===== src/rtl/acc_alu_sequencer.sv =====
// acc_alu_sequencer: one-op-at-a-time control sequencer for the 8-bit
// accumulator/ALU datapath (reg A, reg B, add/sub ALU, shared bus).
//
// Ports:
//   clk, rst                 clock, synchronous active-high reset
//   op_valid/op_ready        operation handshake (accept when both high)
//   opcode[2:0], operand     operation and immediate, sampled on accept
//   cf_in, zf_in             ALU flags, captured at the end of ADD/SUB
//   la_n, lb_n               active-low load strobes for A and B
//   ea, eu, imm_en           bus drivers: reg A, ALU result, immediate
//   sub                      ALU subtract select
//   imm_data                 immediate bus value (zero when imm_en=0)
//   out_strobe               bus holds reg A for external capture
//   cf_q, zf_q               latched flags
//   done, err                completion pulse, illegal-opcode pulse
//   op_count                 completed-operation counter (wraps)
module acc_alu_sequencer #(
    parameter int WIDTH    = 8,
    parameter int OUT_HOLD = 1
) (
    input  logic             clk,
    input  logic             rst,
    input  logic             op_valid,
    output logic             op_ready,
    input  logic [2:0]       opcode,
    input  logic [WIDTH-1:0] operand,
    input  logic             cf_in,
    input  logic             zf_in,
    output logic             la_n,
    output logic             lb_n,
    output logic             ea,
    output logic             eu,
    output logic             sub,
    output logic             imm_en,
    output logic [WIDTH-1:0] imm_data,
    output logic             out_strobe,
    output logic             cf_q,
    output logic             zf_q,
    output logic             done,
    output logic             err,
    output logic [7:0]       op_count
);

    typedef enum logic [1:0] {
        S_IDLE,
        S_EXEC,
        S_HOLD,
        S_DONE
    } state_t;

    localparam logic [2:0] OP_NOP = 3'b000;
    localparam logic [2:0] OP_LDA = 3'b001;
    localparam logic [2:0] OP_LDB = 3'b010;
    localparam logic [2:0] OP_ADD = 3'b011;
    localparam logic [2:0] OP_SUB = 3'b100;
    localparam logic [2:0] OP_OUT = 3'b101;
    localparam logic [2:0] OP_CLR = 3'b110;
    localparam logic [2:0] OP_ILL = 3'b111;

    // EXEC covers the first OUT cycle; HOLD covers the remaining OUT_HOLD-1.
    localparam logic [3:0] HOLD_INIT =
        (OUT_HOLD > 1) ? 4'(OUT_HOLD - 2) : 4'd0;

    state_t           r_state, w_state_nx;
    logic [2:0]       r_op;
    logic [3:0]       r_hold, w_hold_nx;
    logic             r_la_n, r_lb_n, r_ea, r_eu, r_sub, r_imm_en;
    logic             r_out, r_done, r_err, r_cf, r_zf;
    logic [WIDTH-1:0] r_imm;
    logic [7:0]       r_count;

    logic             w_la_n, w_lb_n, w_ea, w_eu, w_sub, w_imm_en;
    logic             w_out, w_done, w_err, w_accept;
    logic [WIDTH-1:0] w_imm;

    assign op_ready = (r_state == S_IDLE) && !rst;
    assign w_accept = op_valid && op_ready;

    always_comb begin
        w_state_nx = r_state;
        w_hold_nx  = r_hold;
        w_la_n     = 1'b1;
        w_lb_n     = 1'b1;
        w_ea       = 1'b0;
        w_eu       = 1'b0;
        w_sub      = 1'b0;
        w_imm_en   = 1'b0;
        w_imm      = '0;
        w_out      = 1'b0;
        w_done     = 1'b0;
        w_err      = 1'b0;
        unique case (r_state)
            S_IDLE: begin
                // Decode on accept so EXEC strobes are registered.
                if (w_accept) begin
                    w_state_nx = S_EXEC;
                    case (opcode)
                        OP_LDA: begin
                            w_imm_en = 1'b1;
                            w_imm    = operand;
                            w_la_n   = 1'b0;
                        end
                        OP_LDB: begin
                            w_imm_en = 1'b1;
                            w_imm    = operand;
                            w_lb_n   = 1'b0;
                        end
                        OP_ADD: begin
                            w_eu   = 1'b1;
                            w_la_n = 1'b0;
                        end
                        OP_SUB: begin
                            w_eu   = 1'b1;
                            w_sub  = 1'b1;
                            w_la_n = 1'b0;
                        end
                        OP_OUT: begin
                            w_ea  = 1'b1;
                            w_out = 1'b1;
                        end
                        OP_CLR: begin
                            w_imm_en = 1'b1;
                            w_la_n   = 1'b0;
                        end
                        default: ;
                    endcase
                end
            end
            S_EXEC: begin
                if (r_op == OP_OUT && OUT_HOLD > 1) begin
                    w_state_nx = S_HOLD;
                    w_hold_nx  = HOLD_INIT;
                    w_ea       = 1'b1;
                    w_out      = 1'b1;
                end else begin
                    w_state_nx = S_DONE;
                    w_done     = 1'b1;
                    w_err      = (r_op == OP_ILL);
                end
            end
            S_HOLD: begin
                if (r_hold == 4'd0) begin
                    w_state_nx = S_DONE;
                    w_done     = 1'b1;
                end else begin
                    w_hold_nx = r_hold - 4'd1;
                    w_ea      = 1'b1;
                    w_out     = 1'b1;
                end
            end
            S_DONE: begin
                w_state_nx = S_IDLE;
            end
        endcase
    end

    always_ff @(posedge clk) begin
        if (rst) begin
            r_state  <= S_IDLE;
            r_op     <= OP_NOP;
            r_hold   <= 4'd0;
            r_la_n   <= 1'b1;
            r_lb_n   <= 1'b1;
            r_ea     <= 1'b0;
            r_eu     <= 1'b0;
            r_sub    <= 1'b0;
            r_imm_en <= 1'b0;
            r_imm    <= '0;
            r_out    <= 1'b0;
            r_done   <= 1'b0;
            r_err    <= 1'b0;
            r_cf     <= 1'b0;
            r_zf     <= 1'b0;
            r_count  <= 8'd0;
        end else begin
            r_state  <= w_state_nx;
            r_hold   <= w_hold_nx;
            r_la_n   <= w_la_n;
            r_lb_n   <= w_lb_n;
            r_ea     <= w_ea;
            r_eu     <= w_eu;
            r_sub    <= w_sub;
            r_imm_en <= w_imm_en;
            r_imm    <= w_imm;
            r_out    <= w_out;
            r_done   <= w_done;
            r_err    <= w_err;
            if (w_accept) begin
                r_op <= opcode;
            end
            // ALU result is on the bus during EXEC; grab its flags then.
            if (r_state == S_EXEC &&
                (r_op == OP_ADD || r_op == OP_SUB)) begin
                r_cf <= cf_in;
                r_zf <= zf_in;
            end
            if (w_done) begin
                r_count <= r_count + 8'd1;
            end
        end
    end

    assign la_n       = r_la_n;
    assign lb_n       = r_lb_n;
    assign ea         = r_ea;
    assign eu         = r_eu;
    assign sub        = r_sub;
    assign imm_en     = r_imm_en;
    assign imm_data   = r_imm;
    assign out_strobe = r_out;
    assign cf_q       = r_cf;
    assign zf_q       = r_zf;
    assign done       = r_done;
    assign err        = r_err;
    assign op_count   = r_count;

endmodule


===== config.mk =====
export PLATFORM = sky130hd
export DESIGN_NAME = acc_alu_sequencer
export DESIGN_NICKNAME = d
export VERILOG_FILES = /design/src/rtl/acc_alu_sequencer.sv
export SDC_FILE = /design/constraint.sdc
export NUM_CORES = 1
export LEC_CHECK = 0
export CORE_MARGIN = 2
export CORE_UTILIZATION = 39
export DETAILED_ROUTE_END_ITERATION = 6
export PLACE_DENSITY_LB_ADDON = 0.08
export SYNTH_ARGS = -nofsm -noshare
export SYNTH_HDL_FRONTEND = slang
export SYNTH_SLANG_ARGS = --single-unit

===== constraint.sdc =====
create_clock -name clk -period 2.1 [get_ports clk]
set_input_delay 0.63 -clock clk [delete_from_list [all_inputs] [get_ports clk]]
set_output_delay 0.63 -clock clk [all_outputs]
set_load 0.02 [all_outputs]

==> results of run 1 <==
metal layers:
| layer | vias to the layer above | global-route usage [%] |
|---|---|---|
| li1 | 618 | - |
| met1 | 526 | 16.98 |
| met2 | 25 | 25.13 |
| met3 | 2 | 4.401 |
| met4 | 0 | 7.337 |
| met5 | - | 0 |
timing repair:
action                                 4_1_cts  5_1_grt
setup endpoints to repair                    1        2
endpoints found under the hold margin        0        0
hold buffers                                 0        0
gates resized for setup                      4        2
area by class of cell:
class | instances | area share [%]
timing repair buffer | 52 | 24.86
clock buffer | 7 | 3.248
tap | 46 | 2.873
clock inverter | 1 | 0.3748
multi-input combinational | 103 | 32.73
sequential | 35 | 34.98
inverter | 5 | 0.9369
logic make-up (layout without fill, tap and decap cells):
family | count (synthesis) | after routing
simple gates | 62 | 62
mux | 4 | 4
flops | 35 | 35
fa+ha+maj | 6 | 6
xor+xnor | 7 | 7
buf+inv | 12 | 65
compound gates | 24 | 24
cells in the final DEF (no fill, tap or decap), types with 4 or more instances in the layout:
cell type	n
clkbuf_4	5
inv_1	5
or3_1	5
a21oi_1	12
nand2_1	11
dfxtp_1	35
mux2i_1	4
ha_1	6
clkdlybuf4s50_1	40
buf_4	9
o21ai_0	6
nand3_1	8
nor2_1	15
xor2_1	5
nor3_1	4
and2_1	9
flip-flops by register name, summed over array words and instances, names as in the netlist, 2 cells and up:
signal / flops
r_state: 2
r_op: 3
imm_data: 8
op_count: 8
r_hold: 4
power by group through the flow:
| stage | sequential, mW | clock [mW] | combinational [mW] |
|---|---|---|---|
| final | 0.722 | 0.419 | 0.266 |
| after global routing | 0.727 | 0.465 | 0.294 |
| after CTS | 0.723 | 0.433 | 0.271 |
| after detailed placement | 0.738 | 0 | 0.272 |
| after global placement | 0.735 | 0 | 0.265 |
| after floorplan | 0.754 | 0 | 0.134 |
through the flow:
stage / cells / cell area [um^2] / TNS (ps) / util [%] / worst slack (ps)
global placement: 241 / 1931 / -436.8 / 56.96 / -372.3
finish: 249 / 2003 / 0 / 59.10 / 36.42
global route: 249 / 2003 / 0 / 59.10 / 7.504
CTS: 249 / 1998 / 0 / 58.95 / 5.296
detailed placement: 241 / 1931 / -468.7 / 56.96 / -380.4
floorplan: 150 / 1405 / 0 / - / 256.4
path summary, 6_finish.rpt:
path / start / slack [ps] / depth (start not counted) / endpoint
max: rst / 40 / 3 / op_ready
min: r_op[2] / 470 / 2 / err
max reg2reg: r_state[0] / 310 / 6 / op_count[7]
min reg2reg: r_op[2] / 470 / 2 / err
worst register-to-register path, delay by kind of cell (launching register included):
family | cells | cell delay [ps]
and+or+nand+nor | 2 | 700
DFF | 1 | 350
adders and majority gates | 1 | 280
buffers and inverters | 1 | 90
AOI/OAI and AO/OA | 2 | 310
==> flow_summary_export.csv, run 1 <==
group,metric,value,unit
synthesis,synthAdderAreaFrac,5.343,%
floorplan,die_width,64.03,um
finish,area_growth,42.56,%
hold_path,hold_path.class,"reg2reg",
setup_path,critPathSlowestCell,"clkdlybuf4s50_1",
synthesis,synth.cell_area,1405,um^2
global_route,grt_max_degree,23,
pwr,finalPower,1.407,mW
drt,drt_pre_antenna_iters,4,
floorplan,die_h,64.03,um
clocking,cts_tree,"done",
finish,seq_area,700.7,um^2
synthesis,synth_most_common_cell,"dfxtp_1",
synthesis,synth_edf_count,0,
synthesis,synth_top_cells_by_count,"35 x dfxtp_1, 15 x nor2_1, 12 x a21oi_1",
sta,slew_headroom,75.09,%
clocking,cts_sinks,35,
pwr,peakVddDrop,407.8,uV
drt,drcViolationCount,0,
pwr,seqPwrFrac,51.3,%
sta,setup_violations,0,
synthesis,synthSimpleGateAreaFrac,23.69,%
setup_path,critPathMaxFanout,2,
synthesis,synth_top_family_by_area,"simple AND/OR/NAND/NOR gates",
drt,routed_wl,2.829,mm
setup_path,path_cells,"clkdlybuf4s50_1 > and2b_1 > buf_2",
outcome,status,"complete, no violations",
pwr,clkPwrFrac,29.8,%
synthesis,ys_top_cells_by_area,"dfxtp_1 50%, ha_1 5.3%, a21oi_1 4.3%",
synthesis,synth_top_area_share,49.87,%
global_route,overflow,0,
finish,layout-drive-gt1-share,11.33,%
synthesis,yosys.area.top_type,"dfxtp_1",
global_route,grt_pass1_wl,4.767,mm
placement,hpwl,2.064,mm
synthesis,yosysSeqAreaShare,49.87,%
run,cap_violations,0,
drt,vias,1171,
global_route,grt_pass1_vias,1089,
drt,postRouteAntennaNets,0,
placement,io_buffers,43,
drt,wl_met1,1.312,mm
floorplan,coreArea,3390,um^2
setup_path,crit_arrival,1430,ps
floorplan,num_rows,21,
clocking,clockBufferDepth,2,
pwr,power.internal,1.020,mW
placement,place.gp.congestion,0.6667,
sta,fin_crit,2064,ps
setup_path,max_stage_delay,470,ps
pwr,p_sw_share,27.53,%
floorplan,die_area,4099,um^2
finish,multiInputGateArea,655.6,um^2
setup_path,crit_path_start_kind,"input port",
global_route,antenna_found_initial,0,
synthesis,syn_nets,172,
pwr,power_density,702.4,nW/um^2
synthesis,synth.ff_latch_count,35,
sta,rsz0062_at_grt,"false",
drt,highest_layer,"met4",
drt,wl_met3,124,um
synthesis,synthMuxAreaShare,2.850,%
drt,via_per_inst,4.703,
pwr,p_switching,0.3874,mW
synthesis,ys_warn_count,0,
sta,hold_ws,469.4,ps
setup_path,critical_path_class,"in2out",
floorplan,initial_core_util,41.45,%
synthesis,synth_cell_type_count,32,
synthesis,synthArstFlopShare,0,%
finish,num_antenna_cells,0,
drt,route.detailed.wl_per_inst,11.36,um
clocking,worstSkewPairLatency,330,ps
synthesis,synth_xor_area_share,4.363,%
sta,post-route-period-util,98.27,%
clocking,cts-buffers-inserted,5,
global_route,grt_usage,14.87,%
synthesis,synth_cells,150,
synthesis,synth_ff_type,"dfxtp_1",
setup_path,path_buf_inv,2,
finish,nets,224,
sta,clock_skew,9.351,ps
setup_path,required,1470,ps
sta,tightestPinTransition,369.8,ps
clocking,cts_root_buf,"clkbuf_4",
setup_path,cp-end-kind,"output pin",
pwr,comb_power_share,18.9,%
drt,routed-wl-met2,1.373,mm
pwr,leakagePower,0.8068,nW
setup_path,cp_top_family,"buffers and inverters",
finish,fill_cells,297,
synthesis,synth_area_per_cell,9.367,um^2
clocking,htree_levels,2,
synthesis,synth_compound_gate_area_share,10.42,%
sta,finalMaxSlewViolations,0,
clocking,path_clk_slew,110,ps
floorplan,num_io_pins,44,
sta,fmax,0.4846,GHz
drt,drtIter0Drc,27,
clocking,cts_setup_buffers,0,
sta,hold_viol,0,
No activity file was read; power rests on OpenSTA's default activity.
==> inputs of run 2 (changes only) <==
--- a/config.mk
+++ b/config.mk
@@ -5,7 +5,7 @@
 export SDC_FILE = /design/constraint.sdc
 export NUM_CORES = 1
 export LEC_CHECK = 0
-export CORE_MARGIN = 2
+export CORE_MARGIN = 4
 export CORE_UTILIZATION = 39
 export DETAILED_ROUTE_END_ITERATION = 6
 export PLACE_DENSITY_LB_ADDON = 0.08
==> run 2 against run 1 <==
Critical path depth did not move. Maximum frequency barely moved. Sequential power barely moved. Total power rose by 2.4%. Utilization fell by 0.45 points. Die area rose by 13%. Cell count fell by 0.40%. Sequential cell count did not move. Via count rose by 0.85%. Worst setup slack improved by 0.92 ps.
==> flow_summary_export.csv, run 2 (synthesis results as in run 1) <==
group,metric,value,unit
placement,hpwl,2.052,mm
global_route,grt_pass1_vias,1164,
global_route,antenna_found_initial,0,
floorplan,num_rows,21,
setup_path,crit_path_start_kind,"input port",
floorplan,coreArea,3416,um^2
clocking,worstSkewPairLatency,330,ps
clocking,path_clk_slew,90,ps
floorplan,die_h,68.03,um
drt,drt_pre_antenna_iters,4,
finish,nets,224,
drt,route.detailed.wl_per_inst,11.34,um
sta,hold_ws,461.6,ps
finish,fill_cells,309,
global_route,grt_pass1_wl,4.719,mm
finish,num_antenna_cells,0,
setup_path,critical_path_class,"in2out",
sta,setup_violations,0,
drt,vias,1181,
finish,most-common-layout-cells,"40 x clkdlybuf4s50_1, 34 x dfxtp_1, 15 x nor2_1, 12 x a21oi_1, 11 x nand2_1",
setup_path,cp-end-kind,"output pin",
clocking,cts_tree,"done",
sta,tightestPinTransition,390.5,ps
floorplan,num_io_pins,44,
setup_path,crit_start,"rst",
clocking,htree_levels,2,
floorplan,die_area,4627,um^2
clocking,cts_setup_buffers,0,
global_route,overflow,0,
sta,fin_crit,2063,ps
drt,routed_wl,2.812,mm
clocking,cts_root_buf,"clkbuf_4",
floorplan,initial_core_util,41.14,%
clocking,cts_sinks,35,
hold_path,hold_path.class,"reg2reg",
floorplan,die_width,68.03,um
drt,drtIter0Drc,52,
finish,layoutNonFillerInstCount,248,
placement,place.gp.congestion,0.6955,
pwr,peakVddDrop,481.7,uV
placement,io_buffers,43,
sta,setup_tns,0,ps
sta,layout_setup_ws,37.35,ps
sta,finalMaxSlewViolations,0,
setup_path,required,1470,ps
pwr,leakagePower,0.8077,nW
finish,multiInputGateArea,655.6,um^2
sta,post-route-period-util,98.22,%
sta,slew_headroom,73.69,%
clocking,ctsHoldBuffers,0,
hold_path,worstHoldStart,"r_op[2]",
setup_path,timing.rr.start,"r_state[0]",
global_route,grt_usage,13.50,%
placement,dpl_worst_slack,-383.2,ps
finish,layout-drive-gt1-share,10.89,%
sta,hold_viol,0,
sta,clock_skew,11.19,ps
setup_path,crit_arrival,1430,ps
finish,final_common_cell,"clkdlybuf4s50_1",
clocking,cts-buffers-inserted,5,
drt,drcViolationCount,0,
global_route,grt_max_degree,23,
sta,rsz0062_at_grt,"false",
placement,placed_cells,241,
clocking,clockBufferDepth,2,
finish,seq_area,701.9,um^2
drt,postRouteAntennaNets,0,
setup_path,critPathMaxFanout,2,
run,cap_violations,0,
pwr,power_density,719.5,nW/um^2
drt,via_per_inst,4.762,
finish,final_core_util,58.64,%
outcome,status,"complete, no violations",
sta,fmax,0.4848,GHz
finish,area_growth,42.56,%
## run 2: cell count changes in the layout (fill, tap and decap cells not counted)
cell        change
dfxtp_1         -1
clkbuf_1        +1
clkbuf_8        -2
clkinvlp_4      -1
bufinv_16       +1
dfxtp_2         +1
## run 2: timing repair
action	4_1_cts	5_1_grt
gates cloned	0	0
pin swaps	0	0
resized for setup	4	3
setup endpoints to repair	1	3
## run 2: cell type report
type | count | share of cell area (%)
flip-flops and latches | 35 | 35.04
multi-input cells | 103 | 32.73
repair buffers | 52 | 24.86
well taps | 46 | 2.873
clock buffers | 6 | 2.061
clock inverters | 1 | 1.499
inverters | 5 | 0.9369
## run 2: layer usage
layer  vias up  GRT usage (%)  share of wire (%)
met5         -              0                  0
met3         5          4.269                6.6
met2        26          23.71                 49
met1       537          14.17                 42
met4         0          7.444                1.7
li1        613              -                  -
## run 2: per-stage QoR
| step | power, mW | area [um^2] |
|---|---|---|
| after global routing | 1.528 | 2003 |
| final | 1.441 | 2003 |
| after detailed placement | 1.008 | 1931 |
| after CTS | 1.467 | 1997 |
| after global placement | 1.000 | 1931 |
| after floorplan | 0.8873 | 1405 |
## run 2: critical path, cell delays in order
cell and delay (ps):
clkdlybuf4s50_1 460, and2b_1 180, buf_2 150
## run 2: where the power goes
part | leakage, nW | total (mW) | switching, mW | internal, mW
Combinational | 0.486 | 0.267 | 0.137 | 0.130
Sequential | 0.284 | 0.721 | 0.0264 | 0.694
Clock | 0.0383 | 0.454 | 0.209 | 0.245
## run 2: path summary, 6_finish.rpt
check / end / slack, ps / depth (start not counted)
max: op_ready / 40 / 3
min: err / 460 / 2
max reg2reg: op_count[7] / 330 / 6
min reg2reg: err / 460 / 2
==> inputs of run 3 (changes only) <==
--- a/config.mk
+++ b/config.mk
@@ -9,6 +9,7 @@
 export CORE_UTILIZATION = 39
 export DETAILED_ROUTE_END_ITERATION = 6
 export PLACE_DENSITY_LB_ADDON = 0.08
+export RECOVER_POWER = 25
 export SYNTH_ARGS = -nofsm -noshare
 export SYNTH_HDL_FRONTEND = slang
 export SYNTH_SLANG_ARGS = --single-unit
==> run 3 against run 2 <==
Utilization is 0.33 points lower. Sequential cell count stayed put. Via count stayed put. Maximum frequency hardly changed. Count of clock-buffer cells in the layout stayed put. Clock skew hardly changed. Largest cell class unchanged. Highest routed layer unchanged.
==> flow_summary_export.csv, run 3 (synthesis results as in run 1) <==
group,metric,value,unit
floorplan,die_h,68.03,um
sta,clock_skew,10.85,ps
setup_path,cp-end-kind,"output pin",
global_route,antenna_found_initial,0,
finish,final_common_cell,"clkdlybuf4s50_1",
placement,hpwl,2.052,mm
sta,setup_tns,0,ps
sta,fmax,0.4852,GHz
placement,io_buffers,43,
floorplan,num_io_pins,44,
sta,rsz0062_at_grt,"false",
global_route,grt_pass1_wl,4.719,mm
finish,multiInputGateArea,655.6,um^2
clocking,cts_root_buf,"clkbuf_4",
sta,post-route-period-util,98.14,%
placement,dpl_worst_slack,-383.2,ps
finish,fill_cells,315,
sta,tightestPinTransition,932.3,ps
finish,seq_area,701.9,um^2
finish,nets,224,
drt,postRouteAntennaNets,0,
finish,most-common-layout-cells,"39 x clkdlybuf4s50_1, 34 x dfxtp_1, 15 x nor2_1, 12 x a21oi_1, 11 x nand2_1",
setup_path,crit_path_start_kind,"input port",
setup_path,crit_arrival,1430,ps
global_route,grt_pass1_vias,1164,
clocking,cts_tree,"done",
global_route,grt_usage,13.50,%
drt,drcViolationCount,0,
outcome,status,"complete, no violations",
finish,num_antenna_cells,0,
drt,routed_wl,2.816,mm
finish,layoutNonFillerInstCount,248,
clocking,ctsHoldBuffers,0,
global_route,overflow,0,
drt,drt_pre_antenna_iters,4,
floorplan,coreArea,3416,um^2
clocking,clockBufferDepth,2,
finish,area_growth,41.76,%
pwr,leakagePower,0.7976,nW
sta,fin_crit,2061,ps
placement,place.gp.congestion,0.6955,
drt,route.detailed.wl_per_inst,11.35,um
clocking,worstSkewPairLatency,330,ps
sta,hold_ws,461.6,ps
pwr,finalPower,1.437,mW
floorplan,initial_core_util,41.14,%
sta,setup_violations,0,
setup_path,critical_path_class,"in2out",
sta,layout_setup_ws,39.11,ps
pwr,power_density,721.7,nW/um^2
floorplan,num_rows,21,
sta,finalMaxSlewViolations,0,
drt,vias,1181,
setup_path,required,1470,ps
setup_path,max_stage_delay,460,ps
clocking,cts-buffers-inserted,5,
floorplan,die_width,68.03,um
global_route,grt_max_degree,23,
setup_path,cp_top_family,"buffers and inverters",
setup_path,path_buf_inv,2,
sta,hold_viol,0,
placement,placed_cells,241,
setup_path,critPathMaxFanout,2,
floorplan,die_area,4627,um^2
drt,via_per_inst,4.762,
clocking,path_clk_slew,90,ps
clocking,htree_levels,2,
sta,slew_headroom,37.85,%
setup_path,critPathSlowestCell,"clkdlybuf4s50_1",
hold_path,hold_path.class,"reg2reg",
drt,drtIter0Drc,56,
clocking,cts_sinks,35,
run,cap_violations,0,
pwr,peakVddDrop,481.6,uV
setup_path,path_cells,"clkdlybuf4s50_1 > and2b_1 > buf_2",
finish,layout-drive-gt1-share,9.406,%
-- run 3: layer usage --
layer / vias up / wire length, um / GRT usage (%)
li1: 613 / - / -
met1: 537 / 1196 / 14.17
met2: 26 / 1385 / 23.71
met3: 5 / 185 / 4.269
met4: 0 / 49 / 7.444
met5: - / 0 / 0
-- run 3: worst min-delay path, cell delays in order (launching register included) --
cell and delay, ps:
dfxtp_1 340, nand2_1 60, nor3_1 30
-- run 3: final timing paths --
path / start / to / slack (ps) / depth (start not counted)
hold / removal: r_op[2] / err / 460 / 2
hold reg to reg: r_op[2] / err / 460 / 2
setup reg to reg: r_state[0] / op_count[7] / 320 / 6
setup / recovery: rst / op_ready / 40 / 3
-- run 3: power breakdown --
part | internal, mW | total (mW) | switching (mW)
Sequential | 0.694 | 0.721 | 0.0264
Clock | 0.245 | 0.454 | 0.208
Combinational | 0.127 | 0.263 | 0.137
Total | 1.07 | 1.44 | 0.371
-- run 3: repair_timing --
| action | in CTS | in global routing |
|---|---|---|
| resized for setup | 4 | 3 |
| endpoints found under the setup margin | 1 | 3 |
| buffers inserted | 0 | 0 |
-- run 3: layout make-up --
type	instances	share of cell area (%)
repair buffers	52	24.43
inverters	5	0.9422
clock buffers	6	2.073
flip-flops and latches	35	35.24
clock inverters	1	1.508
well taps	46	2.889
multi-input cells	103	32.91
-- run 3: through the flow --
| step | util [%] | instance area [um^2] |
|---|---|---|
| 2_1_floorplan | - | 1405 |
| 3_3_place_gp | 56.52 | 1931 |
| 3_5_place_dp | 56.52 | 1931 |
| 4_1_cts | 58.46 | 1997 |
| 5_1_grt | 58.32 | 1992 |
| 6_report | 58.32 | 1992 |
